[src/rtl/seg7_pkg.sv]
// Shared types and segment patterns for the 7-segment scan controller.
// Patterns are active-high {g,f,e,d,c,b,a}; the output polarity is applied at the pins.
package seg7_pkg;

    typedef logic [6:0] seg_t;

    localparam seg_t SEG_0   = 7'h3F;
    localparam seg_t SEG_1   = 7'h06;
    localparam seg_t SEG_2   = 7'h5B;
    localparam seg_t SEG_3   = 7'h4F;
    localparam seg_t SEG_4   = 7'h66;
    localparam seg_t SEG_5   = 7'h6D;
    localparam seg_t SEG_6   = 7'h7D;
    localparam seg_t SEG_7   = 7'h07;
    localparam seg_t SEG_8   = 7'h7F;
    localparam seg_t SEG_9   = 7'h6F;
    localparam seg_t SEG_A   = 7'h77;
    localparam seg_t SEG_B   = 7'h7C;
    localparam seg_t SEG_C   = 7'h39;
    localparam seg_t SEG_D   = 7'h5E;
    localparam seg_t SEG_E   = 7'h79;
    localparam seg_t SEG_F   = 7'h71;
    localparam seg_t SEG_OFF = 7'h00;

    function automatic seg_t hex2seg(input logic [3:0] hex);
        seg_t s;
        case (hex)
            4'h0:    s = SEG_0;
            4'h1:    s = SEG_1;
            4'h2:    s = SEG_2;
            4'h3:    s = SEG_3;
            4'h4:    s = SEG_4;
            4'h5:    s = SEG_5;
            4'h6:    s = SEG_6;
            4'h7:    s = SEG_7;
            4'h8:    s = SEG_8;
            4'h9:    s = SEG_9;
            4'hA:    s = SEG_A;
            4'hB:    s = SEG_B;
            4'hC:    s = SEG_C;
            4'hD:    s = SEG_D;
            4'hE:    s = SEG_E;
            default: s = SEG_F;
        endcase
        return s;
    endfunction

endpackage

[src/rtl/seg7_hex_decoder.sv]
// Combinational hex nibble to active-high segment pattern decoder.
module seg7_hex_decoder
    import seg7_pkg::*;
(
    input  logic [3:0] hex,
    output seg_t       seg
);

    assign seg = hex2seg(hex);

endmodule

[src/rtl/seg7_scan_ctrl.sv]
// Time-multiplexed N-digit 7-segment driver with tear-free frame reload and leading-zero blanking.
// Optional PWM brightness gating is compiled in when SEG7_BRIGHTNESS_EN is defined.
module seg7_scan_ctrl
    import seg7_pkg::*;
#(
    parameter int N_DIGITS     = 4,
    parameter int SLOT_CYCLES  = 100000,
    parameter int BLANK_CYCLES = 16,
    parameter int ACTIVE_LOW   = 1
) (
    input  logic                  clk,
    input  logic                  reset,
    input  logic                  enable,
    input  logic                  wr_valid,
    input  logic [4*N_DIGITS-1:0] wr_data,
    input  logic [N_DIGITS-1:0]   wr_dp,
    input  logic                  lz_blank,
    input  logic [3:0]            brightness,
    output logic [6:0]            seg,
    output logic                  dp,
    output logic [N_DIGITS-1:0]   an,
    output logic                  frame_start
);

    localparam int SLOT_W  = (SLOT_CYCLES > 1) ? $clog2(SLOT_CYCLES) : 1;
    localparam int DIGIT_W = (N_DIGITS > 1) ? $clog2(N_DIGITS) : 1;
    localparam logic [SLOT_W-1:0]  SLOT_LAST  = SLOT_W'(SLOT_CYCLES - 1);
    localparam logic [SLOT_W-1:0]  BLANK_END  = SLOT_W'(BLANK_CYCLES);
    localparam logic [DIGIT_W-1:0] DIGIT_LAST = DIGIT_W'(N_DIGITS - 1);
    localparam logic               POL        = (ACTIVE_LOW != 0);

    logic [SLOT_W-1:0]     slot_cnt_reg;
    logic [DIGIT_W-1:0]    digit_reg;
    logic [4*N_DIGITS-1:0] pend_data_reg;
    logic [N_DIGITS-1:0]   pend_dp_reg;
    logic                  pend_dirty_reg;
    logic [4*N_DIGITS-1:0] act_data_reg;
    logic [N_DIGITS-1:0]   act_dp_reg;
    logic [6:0]            seg_reg;
    logic                  dp_reg;
    logic [N_DIGITS-1:0]   an_reg;
    logic                  frame_start_reg;

    logic slot_wrap;
    logic frame_boundary;
    assign slot_wrap      = (slot_cnt_reg == SLOT_LAST);
    assign frame_boundary = enable && slot_wrap && (digit_reg == DIGIT_LAST);

    always_ff @(posedge clk) begin
        if (reset || !enable) begin
            slot_cnt_reg <= '0;
            digit_reg    <= '0;
        end else if (slot_wrap) begin
            slot_cnt_reg <= '0;
            digit_reg    <= (digit_reg == DIGIT_LAST) ? '0 : digit_reg + 1'b1;
        end else begin
            slot_cnt_reg <= slot_cnt_reg + 1'b1;
        end
    end

    // A write landing on the boundary edge stays pending for the following frame.
    always_ff @(posedge clk) begin
        if (reset) begin
            pend_data_reg   <= '0;
            pend_dp_reg     <= '0;
            pend_dirty_reg  <= 1'b0;
            act_data_reg    <= '0;
            act_dp_reg      <= '0;
            frame_start_reg <= 1'b0;
        end else begin
            if (frame_boundary && pend_dirty_reg) begin
                act_data_reg <= pend_data_reg;
                act_dp_reg   <= pend_dp_reg;
            end
            if (wr_valid) begin
                pend_data_reg <= wr_data;
                pend_dp_reg   <= wr_dp;
            end
            if (frame_boundary)
                pend_dirty_reg <= wr_valid;
            else if (wr_valid)
                pend_dirty_reg <= 1'b1;
            frame_start_reg <= frame_boundary;
        end
    end

    logic [3:0]          nib [N_DIGITS];
    logic [N_DIGITS-1:0] upper_zero;
    logic [N_DIGITS-1:0] blanked;
    logic [N_DIGITS-1:0] an_sel;

    // upper_zero[i]: nibbles i..N_DIGITS-1 are all zero
    for (genvar gi = 0; gi < N_DIGITS; gi++) begin : g_digit
        assign nib[gi] = act_data_reg[4*gi +: 4];
        if (gi == N_DIGITS - 1) begin : g_top
            assign upper_zero[gi] = (nib[gi] == 4'h0);
        end else begin : g_mid
            assign upper_zero[gi] = (nib[gi] == 4'h0) && upper_zero[gi+1];
        end
        if (gi == 0) begin : g_first
            assign blanked[gi] = 1'b0;
        end else begin : g_rest
            assign blanked[gi] = lz_blank && upper_zero[gi] && !act_dp_reg[gi];
        end
        assign an_sel[gi] = (digit_reg == DIGIT_W'(gi)) && !blanked[gi];
    end

    logic [3:0] sel_nib;
    logic       sel_dp;
    seg_t       sel_seg;
    assign sel_nib = nib[digit_reg];
    assign sel_dp  = act_dp_reg[digit_reg];

    seg7_hex_decoder u_decoder (
        .hex (sel_nib),
        .seg (sel_seg)
    );

    logic pwm_on;
`ifdef SEG7_BRIGHTNESS_EN
    logic [3:0] pwm_cnt_reg;
    always_ff @(posedge clk) begin
        if (reset || !enable)
            pwm_cnt_reg <= 4'd0;
        else
            pwm_cnt_reg <= pwm_cnt_reg + 4'd1;
    end
    assign pwm_on = (pwm_cnt_reg < brightness);
`else
    logic unused_brightness;
    assign unused_brightness = ^brightness;
    assign pwm_on = 1'b1;
`endif

    logic                lit;
    logic [N_DIGITS-1:0] an_next;
    assign lit     = enable && (slot_cnt_reg >= BLANK_END) && pwm_on;
    assign an_next = lit ? an_sel : '0;

    always_ff @(posedge clk) begin
        if (reset) begin
            seg_reg <= {7{POL}};
            dp_reg  <= POL;
            an_reg  <= {N_DIGITS{POL}};
        end else begin
            seg_reg <= sel_seg ^ {7{POL}};
            dp_reg  <= sel_dp ^ POL;
            an_reg  <= an_next ^ {N_DIGITS{POL}};
        end
    end

    assign seg         = seg_reg;
    assign dp          = dp_reg;
    assign an          = an_reg;
    assign frame_start = frame_start_reg;

endmodule
[config.mk]
export PLATFORM = sky130hd
export DESIGN_NAME = seg7_scan_ctrl
export DESIGN_NICKNAME = d
export VERILOG_FILES = /design/src/rtl/seg7_pkg.sv /design/src/rtl/seg7_hex_decoder.sv /design/src/rtl/seg7_scan_ctrl.sv
export SDC_FILE = /design/constraint.sdc
export NUM_CORES = 1
export LEC_CHECK = 0
export CORE_AREA = 2 2 80 82
export CTS_CLUSTER_DIAMETER = 100
export CTS_CLUSTER_SIZE = 10
export DETAILED_ROUTE_END_ITERATION = 8
export DIE_AREA = 0 0 82 84
export GPL_ROUTABILITY_DRIVEN = 0
export PLACE_DENSITY = 0.79
export SLEW_MARGIN = 20
export SYNTH_ARGS = -nofsm -noshare
export SYNTH_HDL_FRONTEND = slang
export SYNTH_SLANG_ARGS = --single-unit
[constraint.sdc]
create_clock -name clk -period 2.33 [get_ports clk]
set_input_delay 0.699 -clock clk [delete_from_list [all_inputs] [get_ports clk]]
set_output_delay 0.699 -clock clk [all_outputs]
set_load 0.01 [all_outputs]
Word level (Yosys, flattened, before mapping)
Memories as Yosys holds them, arrays and structs flattened.
Index checks and enable logic that the tools add are counted.
{"block": "classes", "n_addsub": 2, "mul": 0, "n_div": 0, "n_lt_le_gt_ge": 3, "eq_ne": 4, "shifts": 0, "mux": 9, "n_bitwise": 4, "n_reduce_logical": 29}
{"operator": "$add A17 B1 Y17 const B", "n": 1}
{"operator": "$eq A17 B17 Y1 const B", "n": 1}
{"operator": "$ge A17 B5 Y1 const B", "n": 1}
{"operator": "$logic_and A1 B1 Y1", "n": 15}
{"operator": "$logic_not A4 Y1", "n": 3}
{"operator": "$mux W4", "n": 3}
{"operator": "$bmux W4 S2", "n": 1}
{"operator": "$logic_not A1 Y1", "n": 7}
{"operator": "$not A7 Y7", "n": 1}
{"operator": "$eq A2 B2 Y1 const B", "n": 2}
{"operator": "$not A4 Y4", "n": 1}
{"operator": "$ge A3 B3 Y1 const B", "n": 1}
{"operator": "$lt A2 B3 Y1 const B", "n": 1}
{"operator": "$mux W1", "n": 3}
{"operator": "$not A2 Y3", "n": 1}
{"operator": "$add A2 B1 Y2 const B", "n": 1}
{"operator": "$bmux W1 S2", "n": 1}
{"operator": "$eq A2 B1 Y1 const B", "n": 1}
{"operator": "$logic_not A2 Y1", "n": 1}
{"operator": "$mux W2", "n": 1}
{"operator": "$reduce_bool A2 Y1", "n": 1}
{"operator": "$reduce_or A2 Y1", "n": 1}
{"operator": "$logic_or A1 B1 Y1", "n": 1}
{"operator": "$not A1 Y1", "n": 1}
{"block": "word_totals", "regBits": 73, "latch_bits": 0, "ram_bits": 0, "rom_bits": 112, "in_bits": 29, "mem_count": 1}
{"name": "(no name shown)", "words": 16, "width": 7, "rd": 1, "rd_clocked_by_memory_dff": 0, "wr": 0, "line_no": "seg7_pkg.sv:27", "rtl": "case (hex)"}

Depth between registers and ports, before layout
{"block": "logic_depth", "ltp_word": 9, "depth_mapped": 7, "ltp_nobuf": 6}

Cells and area by module
Synthesis repeated with hierarchy kept, for this count alone.
{"block": "hier_totals", "hier_cells": 355, "hier_area_um2": 3301.9}
{"module": "seg7_scan_ctrl", "instances": 1, "cells_each": 322, "area_per_inst_um2": 3014.1, "seq_area_each_um2": 1461.4}
{"module": "seg7_hex_decoder", "instances": 1, "cells_each": 33, "area_per_inst_um2": 287.8, "seq_area_each_um2": 0.0}

Worst setup path after synthesis
No wires, ideal clock.
{"block": "synth_timing", "kind": "flip-flop to flip-flop", "from": "register slot_cnt_reg[0]", "to": "register act_data_reg[0]", "arrival_ps": 1792, "setup_slack_ps": 405, "path_stages_with_launch": 8, "path_buffers": 2, "path_cell_list": "dfxtp_1 ha_1 nand2_1 or4_4 buf_6 clkbuf_1 o31ai_1 a21oi_1"}
{"block": "synth_between", "elab_chain_len": 4}
{"element": "from (decl)", "line_no": "seg7_scan_ctrl.sv:32", "rtl": "logic [SLOT_W-1:0] slot_cnt_reg;"}
{"element": "from (signal assigned)", "line_no": "seg7_scan_ctrl.sv:57", "rtl": "slot_cnt_reg <= slot_cnt_reg + 1'b1;"}
{"element": "$eq A17 B17 Y1", "line_no": "seg7_scan_ctrl.sv:46", "rtl": "assign slot_wrap = (slot_cnt_reg == SLOT_LAST);"}
{"element": "$logic_and A1 B1 Y1 (2 in a row)", "line_no": "seg7_scan_ctrl.sv:47", "rtl": "assign frame_boundary = enable && slot_wrap && (digit_reg == DIGIT_LAST);"}
{"element": "$logic_and A1 B1 Y1", "line_no": "seg7_scan_ctrl.sv:71", "rtl": "if (frame_boundary && pend_dirty_reg) begin"}
{"element": "to (signal assigned)", "line_no": "seg7_scan_ctrl.sv:72", "rtl": "act_data_reg <= pend_data_reg;"}
{"element": "to (decl)", "line_no": "seg7_scan_ctrl.sv:37", "rtl": "logic [4*N_DIGITS-1:0] act_data_reg;"}
Every way passes these cells.
A chain may end at the register's enable or synchronous reset.

Worst setup path after layout
{"block": "layout_timing", "from": "register digit_reg[0]", "to": "register seg_reg[1] (netlist: seg[1])"}
{"block": "layout_between", "elab_chain_len": 6}
{"element": "from (decl)", "line_no": "seg7_scan_ctrl.sv:33", "rtl": "logic [DIGIT_W-1:0] digit_reg;"}
{"element": "from (signal assigned)", "line_no": "seg7_scan_ctrl.sv:55", "rtl": "digit_reg <= (digit_reg == DIGIT_LAST) ? '0 : digit_reg + 1'b1;"}
{"element": "$not A2 Y3 (not written as such)", "line_no": "seg7_scan_ctrl.sv:111", "rtl": "assign sel_nib = nib[digit_reg];"}
{"element": "$bmux W4 S2", "line_no": "seg7_scan_ctrl.sv:111"}
{"element": "$mux W4 (not written as such) (2 in a row)", "line_no": "seg7_scan_ctrl.sv:111"}
{"element": "$mem_v2 Z16 W7"}
{"element": "$not A7 Y7 (no source line)"}
{"element": "to (signal assigned)", "line_no": "seg7_scan_ctrl.sv:142", "rtl": "seg_reg <= {7{POL}};"}
{"element": "to (signal assigned)", "line_no": "seg7_scan_ctrl.sv:146", "rtl": "seg_reg <= sel_seg ^ {7{POL}};"}
{"element": "to (decl)", "line_no": "seg7_scan_ctrl.sv:39", "rtl": "logic [6:0] seg_reg;"}
Every way passes these cells. The select of a mux whose other input is x is not followed.

==> flow_summary_export.csv <==
group,metric,value,unit
floorplanning,placementRows,29,
setup_path,crit_path_class,"reg -> reg",
final_layout,antenna-diode-count,0,
synth,yosysWarningCount,0,
final_layout,layout_commonest_cell,"sky130_fd_sc_hd__dfxtp_1",
placed_design,numPortBuffers,37,
route,post_drt_via_cell_ratio,5.73,
floorplanning,floorplan.die.width,82,µm
sta,setup-tns-final,0,ns
sta,timing_hold_violations_final,0,
floorplanning,die-area,6890,µm²
final_layout,largest_register_ff_count,17,
power,worst_ir_drop_vdd,0.000431,V
placed_design,placement.cell_area,3740,µm²
clocking,clock_pin_slew_on_the_worst_setup_and_hold_paths,0.07,ns
clocking,cts.htree.levels,3,
grt,track_usage,0.221,
synth,ys_ff_latch,73,
floorplanning,fp.coreArea,6100,µm²
floorplanning,floorplan.io_pins,42,
sta,maxSlewHeadroom,0.680,
sta,post-route-period-util,0.915,
clocking,tritoncts,"built",
hold_path,hp-start,"pend_data_reg[5]",
sta,whs,0.474,ns
route,routed_wl,6900,µm
sta,fmax,469,MHz
clocking,resize_count_post_cts,0,
final_layout,post_route_cells_drive_above_1_share,0.0941,
final_layout,fin_cells,470,
synth,synth_enable_flop_cells,0,
final_layout,multi_input_area,1640,µm²
clocking,cts_hold_repair.buffers,0,
synth,synthesis.area_per_instance,9.18,µm²
synth,synth.top_cell.area_share,0.448,
setup_path,arrival,2.35,ns
sta,finClkSkew,0.00719,ns
setup_path,cp.depth,5,
clocking,numCtsBuffers,9,
route,ant_nets,0,
route,wl_met3,383,µm
final_layout,areaGrowthSynthToFinish,20.8,%
synth,synthesis.nets,396,
setup_path,worstPathCellList,"mux4_2 -> inv_1 -> ha_1 -> o211ai_1 -> o211ai_1",
route,route.detailed.drc,0,
route,post_drt_wl_per_cell,14.7,µm
setup_path,reg2regPathDepth,5,
route,drt_first_pass_iters,4,
placed_design,placedCellCount,455,
clocking,clock_sinks,73,
final_layout,final_core_utilization,0.646,
final_layout,fin_nets,430,
flow_run,max_cap_violations,0,
grt,grt_first_pass_wirelength,11700,µm
synth,post_synth_inst_count,355,
floorplanning,die_height,84,µm
synth,post-synth-top-area-cell,"sky130_fd_sc_hd__dfxtp_1",
clocking,clock_latency,0.35,ns
sta,tightest_slew,0.477,ns
sta,period_needed,2.13,ns
final_layout,mostFrequentLayoutCells,"sky130_fd_sc_hd__dfxtp_1 (73), sky130_fd_sc_hd__nor2_1 (39), sky130_fd_sc_hd__clkdlybuf4s50_1 (37), sky130_fd_sc_hd__a21oi_1 (31), sky130_fd_sc_hd__nand4_1 (25)",
power,cellLeakagePower,1.41,nW
power,power_per_cell_area,613,nW/µm²
synth,synthFlopType,"sky130_fd_sc_hd__dfxtp_1",
setup_path,cpMaxStageDelayCell,"sky130_fd_sc_hd__mux4_2",
setup_path,critPathCaptureType,"flip-flop",
setup_path,worst-endpoint-required,2.55,ns
route,dr.max_layer_used,"met4",
clocking,clk_path_buf_depth,2,
floorplanning,initial_utilization,0.535,
placed_design,detailedPlacementHpwl,4740,µm
route,wl_met1,2920,µm
synth,ys_types,38,
route,detail_route.iter0.violations,208,
synth,post_synth_instance_area,3260,µm²
grt,globalRoute.totalOverflow,0,
final_layout,fillerInstances,510,
setup_path,critPathMostFrequentCell,"sky130_fd_sc_hd__o211ai_1",
clocking,cell_chosen_for_the_clock_root,"sky130_fd_sc_hd__clkbuf_8",
grt,grt_antenna_before_repair,0,
synth,postSynth.asyncResetShare,0,
setup_path,cell_type_group_with_the_largest_total_delay_on_the_critical_path,"multiplexers",
setup_path,path_buf_inv,1,
grt,largest_net_degree_at_the_start_of_global_routing,47,
setup_path,category_of_the_worst_setup_path_launch_point,"flip-flop",
final_layout,seqCellArea,1460,µm²
synth,ys_top_cells_by_area,"sky130_fd_sc_hd__dfxtp_1 (45%), sky130_fd_sc_hd__mux2i_1 (6.8%), sky130_fd_sc_hd__o31ai_1 (5.1%), sky130_fd_sc_hd__nand4_1 (4.8%), sky130_fd_sc_hd__a21oi_1 (4.8%)",
setup_path,critPathMaxStageDelay,0.64,ns
hold_path,min_delay_path_depth,2,
grt,number_of_global_route_vias_before_repair,2571,
final_layout,finish.instance_area,3940,µm²
setup_path,regToRegStartpoint,"digit_reg[0]",
setup_path,critical_path.startpoint,"digit_reg[0]",
route,dr_wl_met2,3490,µm
clocking,post_cts_setup_buffers,0,
sta,rsz0062_at_grt,"false",
synth,synth_seq_area_share,0.448,
setup_path,cp_max_fo,10,
sta,final-setup-viol-count,0,
route,num_vias,2695,
status,run_status,"complete, no violations",
hold_path,hp-class,"reg -> reg",
sta,timing_max_transition_violations_final,0,
-- power by group --
group / total (mW) / switching (mW) / internal (mW)
sequential: 1.29 / 0.0152 / 1.28
clock: 0.986 / 0.443 / 0.544
combinational: 0.138 / 0.0575 / 0.0808
-- final timing paths --
check	to	slack, ns
setup / recovery	seg[1]	0.20
hold / removal	act_data_reg[5]	0.47
setup reg to reg	seg[1]	0.20
hold reg to reg	act_data_reg[5]	0.47
-- routing by layer --
layer,global-route usage,up-vias
li1,-,1356
met2,0.361,75
met1,0.263,1251
met4,0.0909,0
met3,0.0703,13
met5,0,-
-- cell families after synthesis --
group / Yosys count / synth area share
simple gates: 122 / 0.191
flops: 73 / 0.448
compound gates: 71 / 0.134
buf+inv: 39 / 0.0491
mux: 27 / 0.102
fa+ha+maj: 12 / 0.0461
xor+xnor: 11 / 0.0296
-- per-stage QoR --
step                      total power, mW  worst slack (ns)
after global placement               1.46             0.295
after detailed placement             1.46             0.197
after global routing                 2.51            0.0759
after floorplan                      1.38             0.405
final                                2.42             0.199
after CTS                            2.44             0.191
-- synth_stat cells, types with 2 or more instances --
library cell,count
sky130_fd_sc_hd__dfxtp_1,73
sky130_fd_sc_hd__nor2_1,39
sky130_fd_sc_hd__a21oi_1,31
sky130_fd_sc_hd__nand4_1,25
sky130_fd_sc_hd__mux2i_1,22
sky130_fd_sc_hd__o31ai_1,22
sky130_fd_sc_hd__clkbuf_1,21
sky130_fd_sc_hd__nand3_1,15
sky130_fd_sc_hd__nand2_1,14
sky130_fd_sc_hd__ha_1,12
sky130_fd_sc_hd__inv_1,11
sky130_fd_sc_hd__nor4_1,8
sky130_fd_sc_hd__o21ai_0,7
sky130_fd_sc_hd__xor2_1,7
sky130_fd_sc_hd__and3_1,5
sky130_fd_sc_hd__mux4_2,5
sky130_fd_sc_hd__xnor2_1,4
sky130_fd_sc_hd__a31oi_1,3
sky130_fd_sc_hd__buf_1,3
sky130_fd_sc_hd__nand2b_1,3
sky130_fd_sc_hd__nor3_1,3
sky130_fd_sc_hd__o211ai_1,3
sky130_fd_sc_hd__or3_1,3
sky130_fd_sc_hd__or4_1,2
-- worst register-to-register path, cell delays in order (launching register included) --
cell and delay, ns:
sky130_fd_sc_hd__dfxtp_1 0.61, sky130_fd_sc_hd__mux4_2 0.64, sky130_fd_sc_hd__inv_1 0.16, sky130_fd_sc_hd__ha_1 0.27
sky130_fd_sc_hd__o211ai_1 0.19, sky130_fd_sc_hd__o211ai_1 0.13
-- layout make-up --
cell class	count	share of cell area
Multi-Input combinational cell	243	0.417
Timing Repair Buffer	51	0.127
Clock buffer	12	0.0394
Inverter	11	0.0105
Tap cell	77	0.0245
Sequential cell	73	0.371
Clock inverter	3	0.0102
No activity file was read; power rests on OpenSTA's default activity.
==> RTL edit: new RTL, same settings <==
Set the parameter `BLANK_CYCLES` to 12 (it was 16).
--- a/src/rtl/seg7_scan_ctrl.sv
+++ b/src/rtl/seg7_scan_ctrl.sv
@@ -7,3 +7,3 @@
     parameter int SLOT_CYCLES  = 100000,
-    parameter int BLANK_CYCLES = 16,
+    parameter int BLANK_CYCLES = 12,
     parameter int ACTIVE_LOW   = 1
Behaviour: no difference found for any inputs over 10 cycles, from zero or initial values and one cycle with reset high; that may be too few to reach the edited logic, so the function may still have changed.
==> RTL edit against the unedited design <==
Non-clock buffer count stayed put. Design area down 0.98%. Utilization is 0.64 points lower. Clock skew is 0.0044 ns higher. First-iteration DRC count fell by 33%. Sequential share of layout area grew 0.37 points. Critical path depth unchanged. Area after synthesis shrank 1.0%. Count of clock-buffer cells in the layout increased by 2. Wire length shrank 5.9%. Total power decreased by 2.2%. Worst setup slack improved by 0.051 ns. Sequential cell count unchanged. Highest routed layer unchanged.
==> RTL edit: results (changes against the unedited design) <==
Status
The run finished with clean final reports.

Timing
The worst slew margin relative to its limit was 69.1% (+1.1 points). The clock tree skew after final layout came to 0.0116 ns (+0.00438 ns). The final-layout worst hold slack is 0.472 ns (-0.00201 ns). The time the final worst path needs with I/O delays and setup is 2.08 ns (-0.0512 ns).

Synth
The post-synthesis net count is 386 (-2.5%). The average cell area after synthesis came to 9.33 um2 (+1.6%). Counting instances in the post-synthesis netlist gives the leading cell types as sky130_fd_sc_hd__dfxtp_1 (73), sky130_fd_sc_hd__nor2_1 (41), sky130_fd_sc_hd__a21oi_1 (29).

Global route
The met1 capacity usage during global routing is 23.8% (-2.5 points). The first-pass GRT wire length is 10600 um (-9.4%). The met3 usage in global routing is 6.28% (-0.76 points).

Placed design
The area of placed instances is 0.00371 mm2 (-0.97%). The detailed placement HPWL was 4570 um (-3.4%). The pre-CTS setup slack is 0.211 ns (+0.0140 ns).

Power and ir drop
The peak supply drop is 0.326 mV (-24%).

Cells and area
The number of clock buffers in the layout came to 14 (+2). The fraction of layout cells with a size suffix above 1 came to 9.30% (-0.11 points). The fraction of cell area in non-clock buffers was 12.5% (-0.19 points). The count of fill cells added during filler insertion is 506 (-0.78%). The layout net count was 422 (-1.9%).

The proportion of cell area spent on the clock network is 4.94% (-0.015 points). The number of non-clock inverters is 10 (-1).

Routing
The wire length the detailed router placed on met1 is 2850 um (-2.5%). The via count normalized by instance count is 5.65 (-1.5%). The total length of routed met3 wires is 342 um (-11%).

Worst hold path
The worst hold path begins at act_dp_reg[0].
RTL edit: where the power goes:
part / switching [mW] / internal, mW / total (mW)
sequential: 0.0149 / 1.28 / 1.29
clock: 0.439 / 0.500 / 0.939
combinational: 0.0560 / 0.0771 / 0.133
total: 0.510 / 1.85 / 2.36
RTL edit: logic make-up (layout without fill, tap and decap cells):
family,count (synthesis),in the layout,share of synthesized area (%)
XOR/XNOR,13,13,3.53
AND/OR/NAND/NOR,117,117,18.9
multiplexers,27,27,10.3
adder cells (fa/ha/maj),11,11,4.27
buffers and inverters,36,77,4.38
AO/OA/AOI/OAI,69,69,13.3
flip-flops,73,73,45.3
RTL edit: worst max-delay path, delay by kind of cell, from the launching register on:
kind	cells	cell delay, ns
fa+ha+maj	1	0.26
compound gates	2	0.31
flops	1	0.61
buf+inv	1	0.14
mux	1	0.62
